### config.mk
export PLATFORM = sky130hd
export DESIGN_NAME = fifo_rr_reader
export DESIGN_NICKNAME = d
export VERILOG_FILES = /design/src/rtl/fifo_rr_reader_pkg.sv /design/src/rtl/fifo_rr_reader_reg_queue.sv /design/src/rtl/fifo_rr_reader.sv
export SDC_FILE = /design/constraint.sdc
export NUM_CORES = 1
export LEC_CHECK = 0
export CELL_PAD_IN_SITES_DETAIL_PLACEMENT = 0
export CELL_PAD_IN_SITES_GLOBAL_PLACEMENT = 2
export CORE_AREA = 3 3 149 151
export CTS_CLUSTER_DIAMETER = 60
export DETAILED_ROUTE_END_ITERATION = 16
export DIE_AREA = 0 0 152 154
export GPL_TIMING_DRIVEN = 0
export PLACE_DENSITY_LB_ADDON = 0.1
export SLEW_MARGIN = 20
export SYNTH_ARGS = -nofsm -noshare
export SYNTH_HDL_FRONTEND = slang
export SYNTH_SLANG_ARGS = --single-unit
### constraint.sdc
create_clock -name clk -period 15.8 [get_ports clk]
set_clock_uncertainty 0.05 [all_clocks]
set_input_delay 3.95 -clock clk [delete_from_list [all_inputs] [get_ports clk]]
set_output_delay 3.95 -clock clk [all_outputs]
set_load 0.005 [all_outputs]
### src/rtl/fifo_rr_reader_pkg.sv
// Shared constants for the round-robin fifo reader.
// Holds boolean helpers, default geometry and the fifo read latency.
package fifo_rr_reader_pkg;

  localparam logic TRUE  = 1'b1;
  localparam logic FALSE = 1'b0;
  localparam logic ONE   = 1'b1;
  localparam logic ZERO  = 1'b0;

  localparam int unsigned WIDTH_D           = 32;
  localparam int unsigned CH_BITS_D         = 2;
  localparam int unsigned Q_DEPTH_IN_BITS_D = 2;

  localparam int unsigned N = 1 << CH_BITS_D;
  localparam int unsigned Q = 1 << Q_DEPTH_IN_BITS_D;

  // Cycles from fifo req_r to valid_r; the attached fifos use the same value.
  localparam int unsigned READ_LATENCY = 2;

endpackage

### src/rtl/fifo_rr_reader_reg_queue.sv
// First-word-fall-through register queue with occupancy count.
// Ports:
//   clk, reset  : clock, asynchronous active-high reset
//   i_push      : write i_data (dropped and flagged on o_overflow when full)
//   i_data      : word to write
//   i_pop       : consume the head word
//   o_valid     : queue non-empty
//   o_data      : head word (stable until popped)
//   o_count     : occupancy, one bit wider than the pointers
//   o_overflow  : push attempted while full
module fifo_rr_reader_reg_queue
  import fifo_rr_reader_pkg::*;
#(
  parameter int unsigned DW         = 34,
  parameter int unsigned DEPTH_BITS = 2
) (
  input  logic                  clk,
  input  logic                  reset,
  input  logic                  i_push,
  input  logic [DW-1:0]         i_data,
  input  logic                  i_pop,
  output logic                  o_valid,
  output logic [DW-1:0]         o_data,
  output logic [DEPTH_BITS:0]   o_count,
  output logic                  o_overflow
);

  localparam int unsigned DEPTH = 1 << DEPTH_BITS;
  localparam int unsigned CW    = DEPTH_BITS + 1;

  logic [DW-1:0]         r_mem [DEPTH];
  logic [DEPTH_BITS-1:0] r_wr_ptr;
  logic [DEPTH_BITS-1:0] r_rd_ptr;
  logic [CW-1:0]         r_count;

  logic w_full;
  logic w_wr_en;
  logic w_rd_en;

  assign w_full  = (r_count == CW'(DEPTH));
  assign w_wr_en = i_push && !w_full;
  assign w_rd_en = i_pop && (r_count != '0);

  // Storage, pointers and count
  always_ff @(posedge clk or posedge reset) begin
    if (reset) begin
      for (int i = 0; i < DEPTH; i++) r_mem[i] <= '0;
      r_wr_ptr <= '0;
      r_rd_ptr <= '0;
      r_count  <= '0;
    end else begin
      if (w_wr_en) begin
        r_mem[r_wr_ptr] <= i_data;
        r_wr_ptr        <= r_wr_ptr + DEPTH_BITS'(ONE);
      end
      if (w_rd_en) r_rd_ptr <= r_rd_ptr + DEPTH_BITS'(ONE);
      case ({w_wr_en, w_rd_en})
        2'b10:   r_count <= r_count + CW'(1);
        2'b01:   r_count <= r_count - CW'(1);
        default: r_count <= r_count;
      endcase
    end
  end

  assign o_valid    = (r_count != '0);
  assign o_data     = r_mem[r_rd_ptr];
  assign o_count    = r_count;
  assign o_overflow = i_push && w_full;

endmodule

### src/rtl/fifo_rr_reader.sv
// Round-robin read scheduler draining several fifos into one valid/ready stream.
// Ports:
//   clk, reset    : clock, asynchronous active-high reset
//   ch_enable     : per-channel service enable
//   fifo_empty    : empty flag of each fifo
//   fifo_req_r    : one-hot read request (combinational)
//   fifo_valid_r  : valid_r of each fifo, READ_LATENCY after req_r
//   fifo_data_r   : data_r of each fifo, channel i at [i*WIDTH +: WIDTH]
//   out_data/out_ch/out_valid/out_ready : head word stream
//   busy          : reads in flight or words queued
//   err           : sticky protocol error
module fifo_rr_reader
  import fifo_rr_reader_pkg::*;
#(
  parameter int unsigned WIDTH           = WIDTH_D,
  parameter int unsigned CH_BITS         = CH_BITS_D,
  parameter int unsigned Q_DEPTH_IN_BITS = Q_DEPTH_IN_BITS_D
) (
  input  logic                              clk,
  input  logic                              reset,
  input  logic [(1<<CH_BITS)-1:0]           ch_enable,
  input  logic [(1<<CH_BITS)-1:0]           fifo_empty,
  output logic [(1<<CH_BITS)-1:0]           fifo_req_r,
  input  logic [(1<<CH_BITS)-1:0]           fifo_valid_r,
  input  logic [(1<<CH_BITS)*WIDTH-1:0]     fifo_data_r,
  output logic [WIDTH-1:0]                  out_data,
  output logic [CH_BITS-1:0]                out_ch,
  output logic                              out_valid,
  input  logic                              out_ready,
  output logic                              busy,
  output logic                              err
);

  localparam int unsigned NCH = 1 << CH_BITS;
  localparam int unsigned QD  = 1 << Q_DEPTH_IN_BITS;
  localparam int unsigned CW  = Q_DEPTH_IN_BITS + 1;
  localparam int unsigned SW  = CW + 1;
  localparam int unsigned LW  = $clog2(READ_LATENCY + 1);

  logic [CH_BITS-1:0]      r_rr_ptr;
  logic [READ_LATENCY-1:0] r_pv;
  logic [CH_BITS-1:0]      r_pch [READ_LATENCY];
  logic                    r_err;

  logic [NCH-1:0]          w_elig;
  logic                    w_found;
  logic [CH_BITS-1:0]      w_gnt;
  logic [CH_BITS-1:0]      w_idx;
  logic [LW-1:0]           w_inflight;
  logic [CW-1:0]           w_q_count;
  logic                    w_credit_ok;
  logic                    w_issue;
  logic                    w_s2_v;
  logic [CH_BITS-1:0]      w_s2_ch;
  logic [NCH-1:0]          w_expect;
  logic                    w_stray;
  logic                    w_miss;
  logic                    w_push;
  logic [WIDTH-1:0]        w_push_data;
  logic                    w_overflow;
  logic [WIDTH+CH_BITS-1:0] w_q_head;

  assign w_elig = ch_enable & ~fifo_empty;

  // First eligible channel searching upward from the rr pointer, with wrap
  always_comb begin
    w_found = FALSE;
    w_gnt   = '0;
    w_idx   = '0;
    for (int k = 0; k < NCH; k++) begin
      w_idx = r_rr_ptr + CH_BITS'(k);
      if (!w_found && w_elig[w_idx]) begin
        w_found = TRUE;
        w_gnt   = w_idx;
      end
    end
  end

  // Number of reads still travelling through the fifo latency
  always_comb begin
    w_inflight = '0;
    for (int i = 0; i < READ_LATENCY; i++) w_inflight = w_inflight + LW'(r_pv[i]);
  end

  // Credit: every in-flight read already owns a queue slot; a same-cycle pop is not counted
  assign w_credit_ok = (SW'(w_q_count) + SW'(w_inflight)) < SW'(QD);
  assign w_issue     = w_found && w_credit_ok && !reset;
  assign fifo_req_r  = w_issue ? (NCH'(1) << w_gnt) : '0;

  assign w_s2_v      = r_pv[READ_LATENCY-1];
  assign w_s2_ch     = r_pch[READ_LATENCY-1];
  assign w_expect    = w_s2_v ? (NCH'(1) << w_s2_ch) : '0;
  assign w_stray     = |(fifo_valid_r & ~w_expect);
  assign w_miss      = w_s2_v && !fifo_valid_r[w_s2_ch];
  assign w_push      = w_s2_v && fifo_valid_r[w_s2_ch];
  assign w_push_data = fifo_data_r[w_s2_ch*WIDTH +: WIDTH];

  // Arbiter pointer, in-flight pipeline and sticky error
  always_ff @(posedge clk or posedge reset) begin
    if (reset) begin
      r_rr_ptr <= '0;
      r_pv     <= '0;
      for (int i = 0; i < READ_LATENCY; i++) r_pch[i] <= '0;
      r_err    <= ZERO;
    end else begin
      if (w_issue) r_rr_ptr <= w_gnt + CH_BITS'(ONE);
      r_pv     <= {r_pv[READ_LATENCY-2:0], w_issue};
      r_pch[0] <= w_gnt;
      for (int i = 1; i < READ_LATENCY; i++) r_pch[i] <= r_pch[i-1];
      if (w_stray || w_miss || w_overflow) r_err <= TRUE;
    end
  end

  fifo_rr_reader_reg_queue #(
    .DW         (WIDTH + CH_BITS),
    .DEPTH_BITS (Q_DEPTH_IN_BITS)
  ) u_queue (
    .clk        (clk),
    .reset      (reset),
    .i_push     (w_push),
    .i_data     ({w_s2_ch, w_push_data}),
    .i_pop      (out_valid && out_ready),
    .o_valid    (out_valid),
    .o_data     (w_q_head),
    .o_count    (w_q_count),
    .o_overflow (w_overflow)
  );

  assign out_ch   = w_q_head[WIDTH +: CH_BITS];
  assign out_data = w_q_head[WIDTH-1:0];
  assign busy     = (w_inflight != '0) || (w_q_count != '0);
  assign err      = r_err;

endmodule
==> out/metrics.cfg, run 1 <==
[timing]
rsz0062_at_grt=false
slew_headroom=0.3534
tightest_slew_ps=969.9
fin_setup_tns_ps=0
hold_viol=0
setup_viol=0
fmax_mhz=100.1
min_period_ps=9989
drv_slew=0
timing.hold.ws_ps=303.4
period_share=0.6322

[synth]
synth_cell_type_count=39
syn_area_um2=8168
synthCells=465
ys_ff_latch=152
syn_avg_cell_area_um2=17.57
synthesis.nets=617
ys_seq_area_frac=0.4657
yosys_warnings=0

[power_and_ir_drop]
ir_worst_vdd_uv=68.82
finalPower_w=0.001928
cellLeakagePower_nw=4.948
pwr-share-comb=0.450
netSwitchingPower_w=0.0005597
powerDensity_nw_per_um2=176.1
intPower_w=0.001369
p_sw_frac=0.2903
pwr-share-clk=0.202
seq_power_share=0.348

[clock_network]
cts.sinks=152
cts_tree=built
htree_levels=4
cts_hold_buf=0
cts_buffer_depth=2
clk_pin_slew_worst_paths_ps=60
cts_setup_buffers=0
cts_root_buffer=clkbuf_16
clk_latency_ps=410
ctsResizeCount=0
cts_buffers=17

[finish]
area_delta_synth_final_pct=34.02
fill_cells=1775
layout_common_cells=clkdlybuf4s50_1, dfrtp_1, mux2_4
nets=820
fin_area_um2=10950
multiInputGateArea_um2=4065
diodes=0
register_area_um2=3804
layout_commonest_cell=clkdlybuf4s50_1
utilization=0.5224
drive_gt1_frac=0.3612

[critical_path]
reg2reg_to=u_queue.o_count[2]$_DFFE_PP0P_
r2r_slack_ps=13180
cp.arrival_ps=5990
worst_ep_required_time_ps=11800
critical_path_class=in2out
reg2reg_from=w_s2_ch[0]$_DFF_PP0_
worstSetupStartpointType=input port
worst_setup_path_end_kind=output pin
r2r_cells=11
path_max_fanout=7

[floorplanning]
die_x_um=152
placement_rows=53
die-area_um2=23410
coreArea_um2=20960
start_util=0.3898
die_h_um=154
io_pins=184

[placement]
hpwlAfterDp_um=13810
placed_cell_area_um2=10380
io_buffer_count=183
gp_congestion=0.7671

[global_routing]
grt_overflow=0
gr-usage-all-layers=0.1745
antenna_found_initial=0
grt_pass1_vias=5643
grt_pass1_wl_um=32080
grt_max_degree=80

[detailed_routing]
drc=0
drtIter0Drc=184
drt-total-wl_um=19560
drt_pass1_iterations=4
viasPerCell=5.079
ant_nets=0
wl_per_cell_um=20.46
num_vias=4856

[worst_hold_path]
hp-start=r_pch[3]$_DFF_PP0_
worstHoldPathCells=0
hp-class=reg2reg
holdPathEnd=w_s2_ch[1]$_DFF_PP0_

[flow_run]
maxCapViolations=0

[run_status]
status=complete, no violations

==> cells by family (layout without fill, tap and decap cells) <==
| family | count (synthesis) | in the layout | synth area share |
|---|---|---|---|
| and+or+nand+nor | 35 | 35 | 0.03171 |
| muxes | 205 | 205 | 0.4298 |
| xor gates and xnor gates | 7 | 7 | 0.007506 |
| DFF | 152 | 152 | 0.4657 |
| AOI/OAI and AO/OA | 18 | 18 | 0.01394 |
| adders and majority gates | 9 | 9 | 0.01471 |
| buffers and inverters | 39 | 255 | 0.03661 |
==> registers in the layout (all words and copies together) (netlist names) <==
| name | cells |
|---|---|
| r_pch | 2 |
| u_queue.r_mem | 136 |
| u_queue.r_wr_ptr | 2 |
| r_rr_ptr | 2 |
| u_queue.r_rd_ptr | 2 |
| err | 1 |
| r_pv | 2 |
| w_s2_ch | 2 |
| u_queue.o_count | 3 |
==> power by group through the flow <==
stage | clock network (W) | logic [W] | registers [W]
after floorplan | 0 | 0.000583 | 0.000636
after global placement | 0 | 0.000869 | 0.000660
after detailed placement | 0 | 0.000884 | 0.000673
after CTS | 0.000399 | 0.000888 | 0.000670
after global routing | 0.000419 | 0.000935 | 0.000695
final | 0.000389 | 0.000868 | 0.000671
==> metrics by stage <==
stage	setup WS, ps	std cells
2_1_floorplan	6919	465
3_3_place_gp	5764	923
3_5_place_dp	5785	924
4_1_cts	5791	956
5_1_grt	5538	956
6_report	5811	956
==> worst max-delay path, cell delays in order <==
cell	delay (ps)
clkdlybuf4s50_1	510
nor3_1	180
nand2_1	90
a31oi_1	390
o211ai_1	210
nor2b_1	140
clkdlybuf4s50_1	510
==> final cells by class <==
cell class                      instances  share of cell area
Inverter                               10            0.004115
Timing Repair Buffer                  184              0.1698
Clock inverter                         12            0.009258
Clock buffer                           20             0.04263
Buffer                                 29             0.02389
Multi-Input combinational cell        274              0.3714
Sequential cell                       152              0.3475
Tap cell                              275             0.03143
==> synth_stat cells (all sizes together) <==
library cell  number  area [um^2]
a21boi             2        18.77
a21oi              3        15.01
a2bb2oi            1        8.760
a311oi             1        8.760
a31oi              2        12.51
and2               3        21.27
and3               1        6.260
buf               20        227.7
clkbuf             9        33.78
dfrtp            152         3804
fa                 1        20.02
ha                 8        100.1
inv               10        37.53
mux2             136         1982
mux2i              2        20.02
mux4              67         1509
nand2              8        95.09
nand2b             4        25.02
nand3              1        5.000
nand3b             1        7.510
nand4b             1        8.760
nor2               6        22.52
nor2b              5        31.28
nor3               1        5.000
nor4b              1        8.760
nor4bb             1        10.01
o211ai             2        15.01
o21ai              7        35.03
or3                2        12.51
xnor2              3        26.28
xor2               4        35.03
==> worst max-delay path by stage <==
stage	from	endpoint	slack, ps	depth (start not counted)
finish	reset	fifo_req_r[3]	5810	7
global route	reset	fifo_req_r[3]	5540	7
CTS	reset	fifo_req_r[3]	5790	7
detailed placement	reset	fifo_req_r[3]	5780	7
global placement	reset	u_queue.r_mem[117]$_DFFE_PP0P_	5760	2
floorplan	fifo_empty[3]	fifo_req_r[3]	6920	5
==> per-layer routing <==
metal	track usage	wire length (um)	vias to the layer above
met2	0.2877	9847	107
met1	0.2349	8921	2568
met3	0.04672	667	7
li1	-	-	2174
met4	0.03553	118	0
met5	0	0	-
No activity file was read; power rests on OpenSTA's default activity.
==> inputs of run 2 (changes only) <==
Settings changed: CORE_AREA 3 3 149 151 to 3 3 155 157, DIE_AREA 0 0 152 154 to 0 0 158 160.
Clock period 15.8 ns to 9.8 ns, I/O delays scaled along.
==> run 2 against run 1 <==
  * Hold slack worse by 3.9 ps
  * Highest routed layer unchanged
  * Via count is 0.54% higher
  * Critical path depth stayed put
==> out/metrics.cfg, run 2 (synthesis results as in run 1) <==
[run_status]
status=complete, no violations

[placement]
hpwlAfterDp_um=14250
gp_congestion=0.7196
io_buffer_count=183
post-place-ws_ps=2742
dp.cells=934

[timing]
tightest_slew_ps=943.6
period_share=0.7220
slew_headroom=0.3709
hold_viol=0
fin_setup_tns_ps=0
rsz0062_at_grt=false
min_period_ps=7076
fmax_mhz=141.3
drv_slew=0
setup_slack_ps=2724
setup_viol=0

[critical_path]
worst_ep_required_time_ps=7300
cpPeakStageDelay_ps=510
crit_path_frequent_cell=clkdlybuf4s50_1
critical_path_class=in2out
worstSetupStartpointType=input port
crit_chain=clkdlybuf4s50_1 > nor3_1 > nand2_1 > a31oi_1 > o211ai_1 > nor2b_1 > clkdlybuf4s50_1
worst_setup_path_end_kind=output pin
cp.arrival_ps=4580
r2r_slack_ps=7130
path_max_fanout=7
crit_path_top_delay_cell=clkdlybuf4s50_1

[floorplanning]
die_x_um=158
placement_rows=55
coreArea_um2=22640
io_pins=184
die-area_um2=25280
die_h_um=160
start_util=0.3608

[detailed_routing]
drtIter0Drc=215
wl_per_cell_um=20.90
num_vias=4882
top_layer=met4
drt-total-wl_um=20190
met3WireLength_um=632
drt-met1-wl_um=8697
viasPerCell=5.054
drt_pass1_iterations=4
dr_wl_met2_um=10700
drc=0
ant_nets=0

[finish]
nets=820
area_delta_synth_final_pct=34.36
drive_gt1_frac=0.3598
largest_reg_flops=136
layout_commonest_cell=clkdlybuf4s50_1
layout_common_cells=clkdlybuf4s50_1, dfrtp_1, mux2_4
diodes=0
top_register=u_queue.r_mem
layout.cells.non_filler=966

[global_routing]
grt_pass1_vias=5607
gr-usage-all-layers=0.1658
antenna_found_initial=0
grt_max_degree=96
grt_pass1_wl_um=32110
grt_overflow=0

[clock_network]
ctsResizeCount=0
clk_latency_ps=420
cts.sinks=152
clk_pin_slew_worst_paths_ps=60
cts_buffers=17
cts_root_buffer=clkbuf_16
cts_setup_buffers=0
cts_hold_buf=0
cts_tree=built
cts_buffer_depth=2
htree_levels=4

[power_and_ir_drop]
cellLeakagePower_nw=4.952
powerDensity_nw_per_um2=286.7
finalPower_w=0.003147
ir_worst_vdd_uv=119.3

[worst_hold_path]
hp-class=reg2reg

[flow_run]
maxCapViolations=0

-- run 2: cell count changes in the layout (fill, tap and decap cells not counted) --
cell,change
clkbuf_1,+1
clkinv_2,-1
bufinv_16,+1
clkbuf_8,-1
-- run 2: layout make-up --
type / count / area, um^2
fillers: 1937 / 11670
multi-input cells: 274 / 4065
flip-flops and latches: 152 / 3804
repair buffers: 184 / 1859
clock buffers: 20 / 456.7
well taps: 285 / 356.6
plain buffers: 29 / 261.5
clock inverters: 12 / 126.4
inverters: 10 / 45.04
-- run 2: power by group --
group          internal, W  switching (W)
registers         0.000913       0.000170
clock network     0.000387       0.000266
logic             0.000927       0.000485
total              0.00223       0.000920
-- run 2: routing by layer --
| metal | global-route usage | vias to the layer above |
|---|---|---|
| met2 | 0.2847 | 98 |
| met5 | 0 | - |
| met3 | 0.03035 | 9 |
| li1 | - | 2179 |
| met4 | 0.04028 | 0 |
| met1 | 0.2174 | 2596 |
-- run 2: critical path, delay by kind of cell --
| family | cells | cell delay, ps |
|---|---|---|
| compound gates | 2 | 690 |
| buf+inv | 2 | 1020 |
| simple gates | 3 | 420 |
-- run 2: path summary, 6_finish.rpt --
| check | start | endpoint | cells after the start |
|---|---|---|---|
| setup / recovery | reset | fifo_req_r[3] | 7 |
| hold / removal | r_pch[3]$_DFF_PP0_ | w_s2_ch[1]$_DFF_PP0_ | 0 |
| setup reg to reg | w_s2_ch[0]$_DFF_PP0_ | u_queue.o_count[2]$_DFFE_PP0P_ | 11 |
| hold reg to reg | r_pch[3]$_DFF_PP0_ | w_s2_ch[1]$_DFF_PP0_ | 0 |
| max in group asynchronous | reset | u_queue.r_mem[11]$_DFFE_PP0P_ | 3 |
| min in group asynchronous | reset | r_pv[0]$_DFF_PP0_ | 2 |
-- run 2: through the flow --
stage / hold slack, ps / util / cell area, um^2
5_1_grt: 322.3 / 0.4847 / 10970
3_5_place_dp: 287.0 / 0.4590 / 10390
4_1_cts: 302.3 / 0.4847 / 10970
3_3_place_gp: 287.0 / 0.4574 / 10360
6_report: 299.5 / 0.4847 / 10970
2_1_floorplan: 281.2 / - / 8168
